<file path="src/rtl/mips_defs.sv">
// mips_defs: MIPS opcode constants shared by the imem loader and the control decoder.
package mips_defs;
  localparam logic [5:0] OP_RTYPE = 6'h00;
  localparam logic [5:0] OP_J     = 6'h02;
  localparam logic [5:0] OP_BEQ   = 6'h04;
  localparam logic [5:0] OP_ADDI  = 6'h08;
  localparam logic [5:0] OP_ORI   = 6'h0D;
  localparam logic [5:0] OP_LB    = 6'h20;
  localparam logic [5:0] OP_LW    = 6'h23;
  localparam logic [5:0] OP_SW    = 6'h2B;
endpackage

</file>
<file path="src/rtl/imem_loader_op_legal.sv">
// op_legal: flags opcodes the control decoder supports.
module op_legal
  import mips_defs::*;
(
  input  logic [5:0] opcode,
  output logic       legal
);
  assign legal = opcode inside {OP_RTYPE, OP_J, OP_BEQ, OP_ADDI, OP_ORI, OP_LB, OP_LW, OP_SW};
endmodule

</file>
<file path="src/rtl/imem_loader.sv">
// imem_loader: assembles a big-endian byte stream into 32-bit words and writes them to imem.
module imem_loader
  import mips_defs::*;
#(
  parameter int ADDR_W    = 8,
  parameter int BASE_ADDR = 0
) (
  input  logic              clk,
  input  logic              rst,
  input  logic              start,
  input  logic              in_valid,
  input  logic [7:0]        in_data,
  input  logic              in_last,
  output logic              in_ready,
  output logic              imem_we,
  output logic [ADDR_W-1:0] imem_addr,
  output logic [31:0]       imem_wdata,
  output logic              cpu_hold,
  output logic              busy,
  output logic              done,
  output logic [ADDR_W:0]   word_cnt,
  output logic              illegal_op,
  output logic              overflow
);
  typedef enum logic [1:0] {IDLE, LOAD, WRITE, DONE} state_e;
  localparam logic [ADDR_W:0] CAP = (ADDR_W+1)'((1 << ADDR_W) - BASE_ADDR);
  state_e            state_q, state_d;
  logic [31:0]       word_q, word_d;
  logic [1:0]        idx_q, idx_d;
  logic [ADDR_W-1:0] addr_q, addr_d;
  logic [ADDR_W:0]   cnt_q, cnt_d;
  logic              ill_q, ill_d, ovf_q, ovf_d, last_q, last_d, legal, full;
  op_legal u_op_legal (.opcode(word_q[31:26]), .legal(legal));
  assign full       = cnt_q == CAP;
  assign in_ready   = state_q == LOAD;
  assign imem_we    = state_q == WRITE && !full;
  assign imem_addr  = addr_q;
  assign imem_wdata = word_q;
  assign busy       = state_q == LOAD || state_q == WRITE;
  assign cpu_hold   = busy;
  assign done       = state_q == DONE;
  assign word_cnt   = cnt_q;
  assign illegal_op = ill_q;
  assign overflow   = ovf_q;
  always_comb begin
    state_d = state_q;
    word_d  = word_q;
    idx_d   = idx_q;
    addr_d  = addr_q;
    cnt_d   = cnt_q;
    ill_d   = ill_q;
    ovf_d   = ovf_q;
    last_d  = last_q;
    case (state_q)
      IDLE, DONE: if (start) begin
        state_d = LOAD;
        word_d  = '0;
        idx_d   = '0;
        addr_d  = ADDR_W'(BASE_ADDR);
        cnt_d   = '0;
        ill_d   = 1'b0;
        ovf_d   = 1'b0;
        last_d  = 1'b0;
      end
      LOAD: if (in_valid) begin
        // word is cleared between words, so an early in_last leaves the low bytes zero
        word_d  = word_q | ({in_data, 24'h0} >> {idx_q, 3'b000});
        idx_d   = idx_q + 2'd1;
        last_d  = in_last;
        state_d = (in_last || idx_q == 2'd3) ? WRITE : LOAD;
      end
      WRITE: begin
        idx_d   = '0;
        word_d  = '0;
        ovf_d   = ovf_q | full;
        cnt_d   = full ? cnt_q : cnt_q + 1'b1;
        addr_d  = (full || addr_q == '1) ? addr_q : addr_q + 1'b1;
        ill_d   = ill_q | (!full && !legal);
        state_d = (full || last_q) ? DONE : LOAD;
      end
      default: state_d = IDLE;
    endcase
  end
  always_ff @(posedge clk or posedge rst) begin
    if (rst) begin
      state_q <= IDLE;
      word_q  <= '0;
      idx_q   <= '0;
      addr_q  <= '0;
      cnt_q   <= '0;
      ill_q   <= 1'b0;
      ovf_q   <= 1'b0;
      last_q  <= 1'b0;
    end else begin
      state_q <= state_d;
      word_q  <= word_d;
      idx_q   <= idx_d;
      addr_q  <= addr_d;
      cnt_q   <= cnt_d;
      ill_q   <= ill_d;
      ovf_q   <= ovf_d;
      last_q  <= last_d;
    end
  end
endmodule

</file>
<file path="config.mk">
export PLATFORM = sky130hd
export DESIGN_NAME = imem_loader
export DESIGN_NICKNAME = d
export VERILOG_FILES = /design/src/rtl/mips_defs.sv /design/src/rtl/imem_loader_op_legal.sv /design/src/rtl/imem_loader.sv
export SDC_FILE = /design/constraint.sdc
export NUM_CORES = 1
export LEC_CHECK = 0
export CAP_MARGIN = 0
export CORE_UTILIZATION = 65
export CTS_CLUSTER_SIZE = 12
export DETAILED_ROUTE_END_ITERATION = 16
export DONT_BUFFER_PORTS = 1
export MAX_ROUTING_LAYER = met4
export PLACE_DENSITY = 0.81
export SETUP_SLACK_MARGIN = 0.1
export SLEW_MARGIN = 10
export SYNTH_ARGS = -nofsm -noshare
export SYNTH_HDL_FRONTEND = slang
export SYNTH_HIERARCHICAL = 1
export SYNTH_SLANG_ARGS = --single-unit
</file>
<file path="constraint.sdc">
create_clock -name clk -period 3.2 [get_ports clk]
set_input_delay 0.32 -clock clk [delete_from_list [all_inputs] [get_ports clk]]
set_output_delay 0.32 -clock clk [all_outputs]
set_load 0.01 [all_outputs]
</file>
==> results of run 1 <==
state kept, by name (all words and copies together), names as in the netlist:
signal      count
idx_q           2
overflow        1
illegal_op      1
imem_wdata     32
word_cnt        9
imem_addr       8
state_q         2
last_q          1
how the worst max path moves through the flow:
stage	start	end	depth (start not counted)
2_1_floorplan	state_q[0]	imem_wdata[17]	7
3_3_place_gp	state_q[0]	word_cnt[5]	7
3_5_place_dp	state_q[0]	word_cnt[5]	7
4_1_cts	state_q[0]	word_cnt[5]	7
5_1_grt	state_q[0]	word_cnt[5]	7
6_report	state_q[0]	word_cnt[5]	7
Yosys cell counts, types with 2 or more instances:
cell / count / share of area
sky130_fd_sc_hd__mux2i_1: 7 / 0.026
sky130_fd_sc_hd__nand2b_1: 4 / 0.0093
sky130_fd_sc_hd__dfrtp_1: 56 / 0.52
sky130_fd_sc_hd__nor3_1: 2 / 0.0037
sky130_fd_sc_hd__ha_1: 7 / 0.033
sky130_fd_sc_hd__nor2_1: 42 / 0.059
sky130_fd_sc_hd__buf_4: 2 / 0.0056
sky130_fd_sc_hd__o22ai_1: 3 / 0.0070
sky130_fd_sc_hd__nor4_4: 2 / 0.016
sky130_fd_sc_hd__nor4b_2: 2 / 0.011
sky130_fd_sc_hd__nand2_1: 21 / 0.029
sky130_fd_sc_hd__o21ai_0: 9 / 0.017
sky130_fd_sc_hd__nand3_1: 7 / 0.013
sky130_fd_sc_hd__a21oi_1: 39 / 0.073
sky130_fd_sc_hd__buf_2: 5 / 0.0093
sky130_fd_sc_hd__or4_1: 2 / 0.0056
sky130_fd_sc_hd__and4_1: 2 / 0.0065
sky130_fd_sc_hd__o211ai_1: 2 / 0.0056
sky130_fd_sc_hd__nor4b_4: 2 / 0.018
sky130_fd_sc_hd__and3_1: 5 / 0.012
sky130_fd_sc_hd__a211o_1: 2 / 0.0065
sky130_fd_sc_hd__and2_1: 3 / 0.0070
sky130_fd_sc_hd__inv_1: 11 / 0.015
sky130_fd_sc_hd__nor2b_1: 2 / 0.0047
sky130_fd_sc_hd__o21ai_1: 2 / 0.0037
sky130_fd_sc_hd__clkbuf_1: 2 / 0.0028
sky130_fd_sc_hd__nand4_1: 4 / 0.0093
power breakdown:
group | total [mW] | leakage [nW] | internal [mW] | switching, mW
Sequential | 1.11 | 0.762 | 0.879 | 0.235
Clock | 0.398 | 0.0445 | 0.156 | 0.242
Combinational | 0.936 | 0.503 | 0.323 | 0.614
cells by family (layout without fill, tap and decap cells):
family                   after synthesis  count (layout)  share of synthesized area
multiplexers                           8               8                     0.0317
AO/OA/AOI/OAI                         66              66                      0.142
flip-flops                            56              56                      0.523
adder cells (fa/ha/maj)                8               8                     0.0364
AND/OR/NAND/NOR                      108             108                      0.228
buffers and inverters                 22              24                     0.0387
worst reg2reg max path, stage by stage, from the launching register on:
cell and delay, ns:
sky130_fd_sc_hd__dfrtp_1 0.43, sky130_fd_sc_hd__inv_1 0.07, sky130_fd_sc_hd__ha_1 0.70, sky130_fd_sc_hd__mux2i_1 0.16
sky130_fd_sc_hd__buf_4 0.23, sky130_fd_sc_hd__a21oi_2 0.47, sky130_fd_sc_hd__nor4b_1 0.30, sky130_fd_sc_hd__a311o_1 0.15
per-stage QoR:
stage                     setup WS [ns]  instance area, um2  hold WS, ns
final                             0.651                2800       0.0744
after global routing              0.379                2800        0.145
after CTS                         0.636                2800        0.121
after detailed placement          0.674                2710        0.467
after global placement            0.784                2710        0.464
after floorplan                    1.43                2680        0.467
routing by layer:
metal	vias to the layer above	share of wire
li1	945	-
met1	980	0.44
met2	78	0.46
met3	5	0.087
met4	0	0.0080
met5	-	0
area by class of cell:
type / instances / area [um2]
Clock buffer: 5 / 68.8
Fill cell: 276 / 995
Timing Repair Buffer: 4 / 30.0
Clock inverter: 3 / 21.3
Multi-Input combinational cell: 190 / 1180
Tap cell: 48 / 60.1
Sequential cell: 56 / 1400
Inverter: 12 / 45.0
==> impl_summary.txt, run 1 <==
----------------------------------------------------
[Power and ir drop]
  Static Leak ... 1.31 nW
  Overall power after layout ... 2.45 mW
  Maximum resistive drop on vdd ... 0.000500 V
  PD cells ... 873 mW/mm2

[Critical path]
  Peak fanout along the critical path ... 24
  FF-to-FF End ... word_cnt[5]
  Source of the worst register-to-register timing path ... state_q[0]
  Critical path launch point type ... flop
  Delay contributed by the slowest stage of the critical path ... 0.70 ns
  Critical Path End Type ... flop
  Data required time at the worst endpoint ... 3.46 ns
  Worst r2r path cells ... 7
  Category of the critical setup timing path ... reg2reg
  Buffers & Inverters on Critical Path ... 2
  Family of cells with the greatest summed delay on the critical path ... adder cells
  Register-to-register path setup slack ... 0.65 ns
  Master of the slowest instance on the critical path ... sky130_fd_sc_hd__ha_1
  Worst-path cell chain ... inv_1, ha_1, mux2i_1, buf_4, a21oi_2, nor4b_1, a311o_1
  CP Data Arrival Time ... 2.81 ns

[Global route]
  Global-route track usage on met1 ... 0.377
  Met3 Track Usage GR ... 0.0931
  Via count of the first global-routing pass ... 1853
  Largest net degree at the start of global routing ... 47
  Congestion Overflow GR ... 0
  Number of antenna violations at the first check in global routing ... 0
  Most utilized layer in the global route result ... met2
  Global-route wire length before repair ... 8.88 mm
  Met2 GRT Util ... 0.420
  Global routing usage summed across all routing layers ... 0.281

[Timing]
  Clock period minus final worst setup slack ... 2.55 ns
  Number of failing hold endpoints at the final stage ... 0
  Final Slew Violations ... 0
  Period utilisation layout ... 0.797
  Final total negative setup slack ... 0 ns
  Number of endpoints failing setup at the final stage ... 0
  Setup repair after global routing missed its margin ... false
  Highest clock rate ... 392 MHz
  Final clock skew ... 0.0111 ns
  Worst slew margin ... 0.350
  Transition time at the pin with the least slew margin ... 0.973 ns

[Clock network]
  Clock-pin slew of the registers on the worst-case setup and hold paths ... 0.10 ns
  Setup repair bufs after CTS ... 0
  Number of hold buffers added after CTS ... 0
  Clock network latency to the later pin of the worst-skew pair ... 0.32 ns
  Num Clock Sinks ... 56
  Clk buf depth ... 2
  CTS root buffer ... sky130_fd_sc_hd__clkbuf_8
  Number of buffers created by CTS ... 5
  Post-cts gate resize count ... 0
  TritonCTS clock tree ... built
  Number of levels the H-tree was split into ... 2

[Run]
  Number of max-cap violations ... 0

[Placement]
  Number of instances in the placed design ... 310
  RD Place Congestion ... 0.783
  Half-perimeter wire length of the detailed placement result ... 3.89 mm
  Number of port buffers ... 0

[Hold path]
  Worst Hold Class ... in2async

[Floorplanning]
  Initial cell density of the core ... 0.706
  Die outline width ... 66.2 um
  Core region area ... 0.00380 mm2
  Die footprint ... 0.00438 mm2
  Floorplan die height ... 66.2 um
  Cell Rows ... 22
  Number of placed I/O pins ... 69

[Final layout]
  Antenna diode count ... 0
  Final non-filler cell total ... 318
  Final nets ... 289
  Most common cell after layout, fill and taps aside ... sky130_fd_sc_hd__dfrtp_1
  Area growth syn-to-layout ... 4.62%
  Share of post-route cells with drive strength above 1 ... 0.0963
  Leading cell types in the layout, fill and taps excluded ... sky130_fd_sc_hd__dfrtp_1, sky130_fd_sc_hd__nor2_1, sky130_fd_sc_hd__a21oi_1
  Finished Core Util ... 0.738

[Routing]
  WL/cell ... 17.3 um
  First-iteration detailed-routing DRC count ... 151
  Overall via count from detail_route ... 2008
  DRC violation count after routing ... 0
  Iteration count of the initial detailed-routing pass ... 4
  Post-detailed-routing wire length ... 5.52 mm
  Post-DR vias/cell ... 6.31
  Detail Route Antenna Nets ... 0

[Synth]
  Summed instance area of the synthesized netlist ... 0.00268 mm2
  Portion of the post-synthesis area used by sequential elements ... 0.523
  Post-synth top flop ... sky130_fd_sc_hd__dfrtp_1
  Register bit total from synthesis ... 56
  Number of enable-type register cells in the synthesized netlist ... 0
  Share of synthesized flip-flops with an asynchronous set or reset ... 1.00
  Mean area per synthesized cell ... 10.0 um2
  Synthesized net count ... 288
  Synth warn ... 6
  Cells after Synth ... 268
  Distinct cells, synth ... 48

[Run status]
  Run status ... completed

----------------------------------------------------
Power figures use the tool's default switching activity.
==> run 2, diff against run 1 <==
Settings changed: CORE_UTILIZATION 65 to 56, PLACE_DENSITY 0.81 to 0.74.
Clock period 3.2 ns to 2.2 ns, I/O delays scaled along.
==> run 2 against run 1 <==
- the run now ends with DRC left
- sequential cell count unchanged
- first-iteration DRC count down 15%
- routed wire length down 1.5%
- sequential power up 46%
==> impl_summary.txt, run 2 (synthesis results as in run 1) <==
----------------------------------------------------
[Hold path]
  Startpoint of the lowest-slack hold path ... in_data[5]
  Hold Path Sink ... imem_wdata[13]
  Cell depth of the worst min-delay path ... 2
  Worst Hold Class ... in2reg

[Placement]
  Number of port buffers ... 0
  Placed instance area ... 0.00277 mm2
  RD Place Congestion ... 0.829
  Half-perimeter wire length of the detailed placement result ... 3.90 mm

[Critical path]
  Data required time at the worst endpoint ... 1.98 ns
  Worst-path cell chain ... inv_1, ha_1, nor4b_2, and2_1, nor2_1
  Category of the critical setup timing path ... reg2out
  Critical path launch point type ... flop
  Master of the slowest instance on the critical path ... sky130_fd_sc_hd__dfrtp_1
  Peak fanout along the critical path ... 4
  Worst r2r path cells ... 7
  Critical Path End Type ... output port
  Delay contributed by the slowest stage of the critical path ... 0.45 ns
  Source of the worst register-to-register timing path ... state_q[0]
  FF-to-FF End ... imem_addr[0]
  CP Data Arrival Time ... 1.80 ns
  Register-to-register path setup slack ... 0.29 ns

[Clock network]
  TritonCTS clock tree ... built
  Number of levels the H-tree was split into ... 2
  Number of buffers created by CTS ... 5
  Num Clock Sinks ... 56
  Clock-pin slew of the registers on the worst-case setup and hold paths ... 0.11 ns
  CTS root buffer ... sky130_fd_sc_hd__clkbuf_8
  Clock network latency to the later pin of the worst-skew pair ... 0.31 ns
  Clk buf depth ... 2

[Global route]
  Global-route wire length before repair ... 9.06 mm
  Number of antenna violations at the first check in global routing ... 0
  Met2 GRT Util ... 0.370
  Met3 Track Usage GR ... 0.0655
  Most utilized layer in the global route result ... met2
  Via count of the first global-routing pass ... 1947
  Largest net degree at the start of global routing ... 33
  Congestion Overflow GR ... 0
  Global routing usage summed across all routing layers ... 0.237
  Global-route track usage on met1 ... 0.294

[Floorplanning]
  Floorplan die height ... 71.2 um
  Die outline width ... 71.2 um
  Core region area ... 0.00447 mm2
  Number of placed I/O pins ... 69
  Cell Rows ... 24
  Die footprint ... 0.00507 mm2
  Initial cell density of the core ... 0.599

[Final layout]
  Fill cell count ... 345
  Antenna diode count ... 0
  Finished Core Util ... 0.647
  Post-route cell area ... 0.00289 mm2
  Area growth syn-to-layout ... 7.94%
  Share of post-route cells with drive strength above 1 ... 0.126
  Final nets ... 297
  Most common cell after layout, fill and taps aside ... sky130_fd_sc_hd__dfrtp_1
  Flip-flop count of the largest register after layout ... 32
  Leading cell types in the layout, fill and taps excluded ... sky130_fd_sc_hd__dfrtp_1, sky130_fd_sc_hd__nor2_1, sky130_fd_sc_hd__a21oi_1

[Routing]
  Post-DR vias/cell ... 6.15
  Post-detailed-routing wire length ... 5.43 mm
  Iteration count of the initial detailed-routing pass ... 10
  First-iteration detailed-routing DRC count ... 128
  WL/cell ... 16.5 um
  Detail Route Antenna Nets ... 0
  DRC violation count after routing ... 3
  Overall via count from detail_route ... 2030

[Power and ir drop]
  PD cells ... 1270 mW/mm2
  Maximum resistive drop on vdd ... 0.000697 V
  Static Leak ... 1.36 nW
  Overall power after layout ... 3.68 mW

[Timing]
  Final Slew Violations ... 0
  Transition time at the pin with the least slew margin ... 0.608 ns
  Clock period minus final worst setup slack ... 2.02 ns
  Final total negative setup slack ... 0 ns
  Setup repair after global routing missed its margin ... true
  Number of failing hold endpoints at the final stage ... 0
  Worst slew margin ... 0.594
  Number of endpoints failing setup at the final stage ... 0
  Final clock skew ... 0.00848 ns
  Highest clock rate ... 496 MHz
  Period utilisation layout ... 0.917
  Hold slack ... 0.0476 ns

[Run status]
  Violations in the final reports ... DRC
  Run status ... finished, violations left

[Run]
  Number of max-cap violations ... 0

----------------------------------------------------
## run 2: critical path: cells and delay by family (launching register included)
kind / cells / cell delay (ns)
adder cells (fa/ha/maj): 1 / 0.15
buffers and inverters: 1 / 0.12
flip-flops: 1 / 0.45
AND/OR/NAND/NOR: 3 / 0.77
## run 2: final cells by class
| type | count | area (um2) | area share |
|---|---|---|---|
| Clock buffer | 5 | 68.8 | 0.0238 |
| Clock inverter | 3 | 28.8 | 0.00995 |
| Inverter | 12 | 45.0 | 0.0156 |
| Multi-Input combinational cell | 190 | 1190 | 0.412 |
| Sequential cell | 56 | 1400 | 0.484 |
| Tap cell | 52 | 65.1 | 0.0225 |
| Timing Repair Buffer | 12 | 92.6 | 0.0320 |
## run 2: what timing repair did
item,in CTS,in global routing
gates resized for setup,1,2
hold endpoints to repair,28,0
pin swaps,0,0
endpoints found under the setup margin,25,7
setup buffers,0,0
hold buffers,1,0
gates cloned,0,0
## run 2: metrics by stage
| stage | worst slack [ns] | cells |
|---|---|---|
| global route | 0.0975 | 330 |
| CTS | 0.172 | 330 |
| finish | 0.183 | 330 |
| detailed placement | 0.0599 | 321 |
| global placement | 0.131 | 321 |
| floorplan | 0.432 | 268 |
## run 2: where the power goes
group	total (mW)	switching [mW]	internal [mW]
Clock	0.608	0.367	0.241
Sequential	1.62	0.345	1.28
Combinational	1.45	0.901	0.545
## run 2: per-layer routing
layer	vias to the layer above	wire, um	share of wire
met5	-	0	0
met4	0	119	0.022
met3	11	339	0.062
met2	73	2580	0.47
met1	984	2390	0.44
li1	962	-	-
## run 2: worst max-delay path by stage
stage	start	end	slack, ns
floorplan	state_q[0]	imem_wdata[17]	0.43
global placement	state_q[0]	last_q	0.13
detailed placement	state_q[0]	imem_wdata[2]	0.06
CTS	state_q[0]	word_cnt[5]	0.17
global route	word_cnt[0]	imem_we	0.1
finish	word_cnt[0]	imem_we	0.18
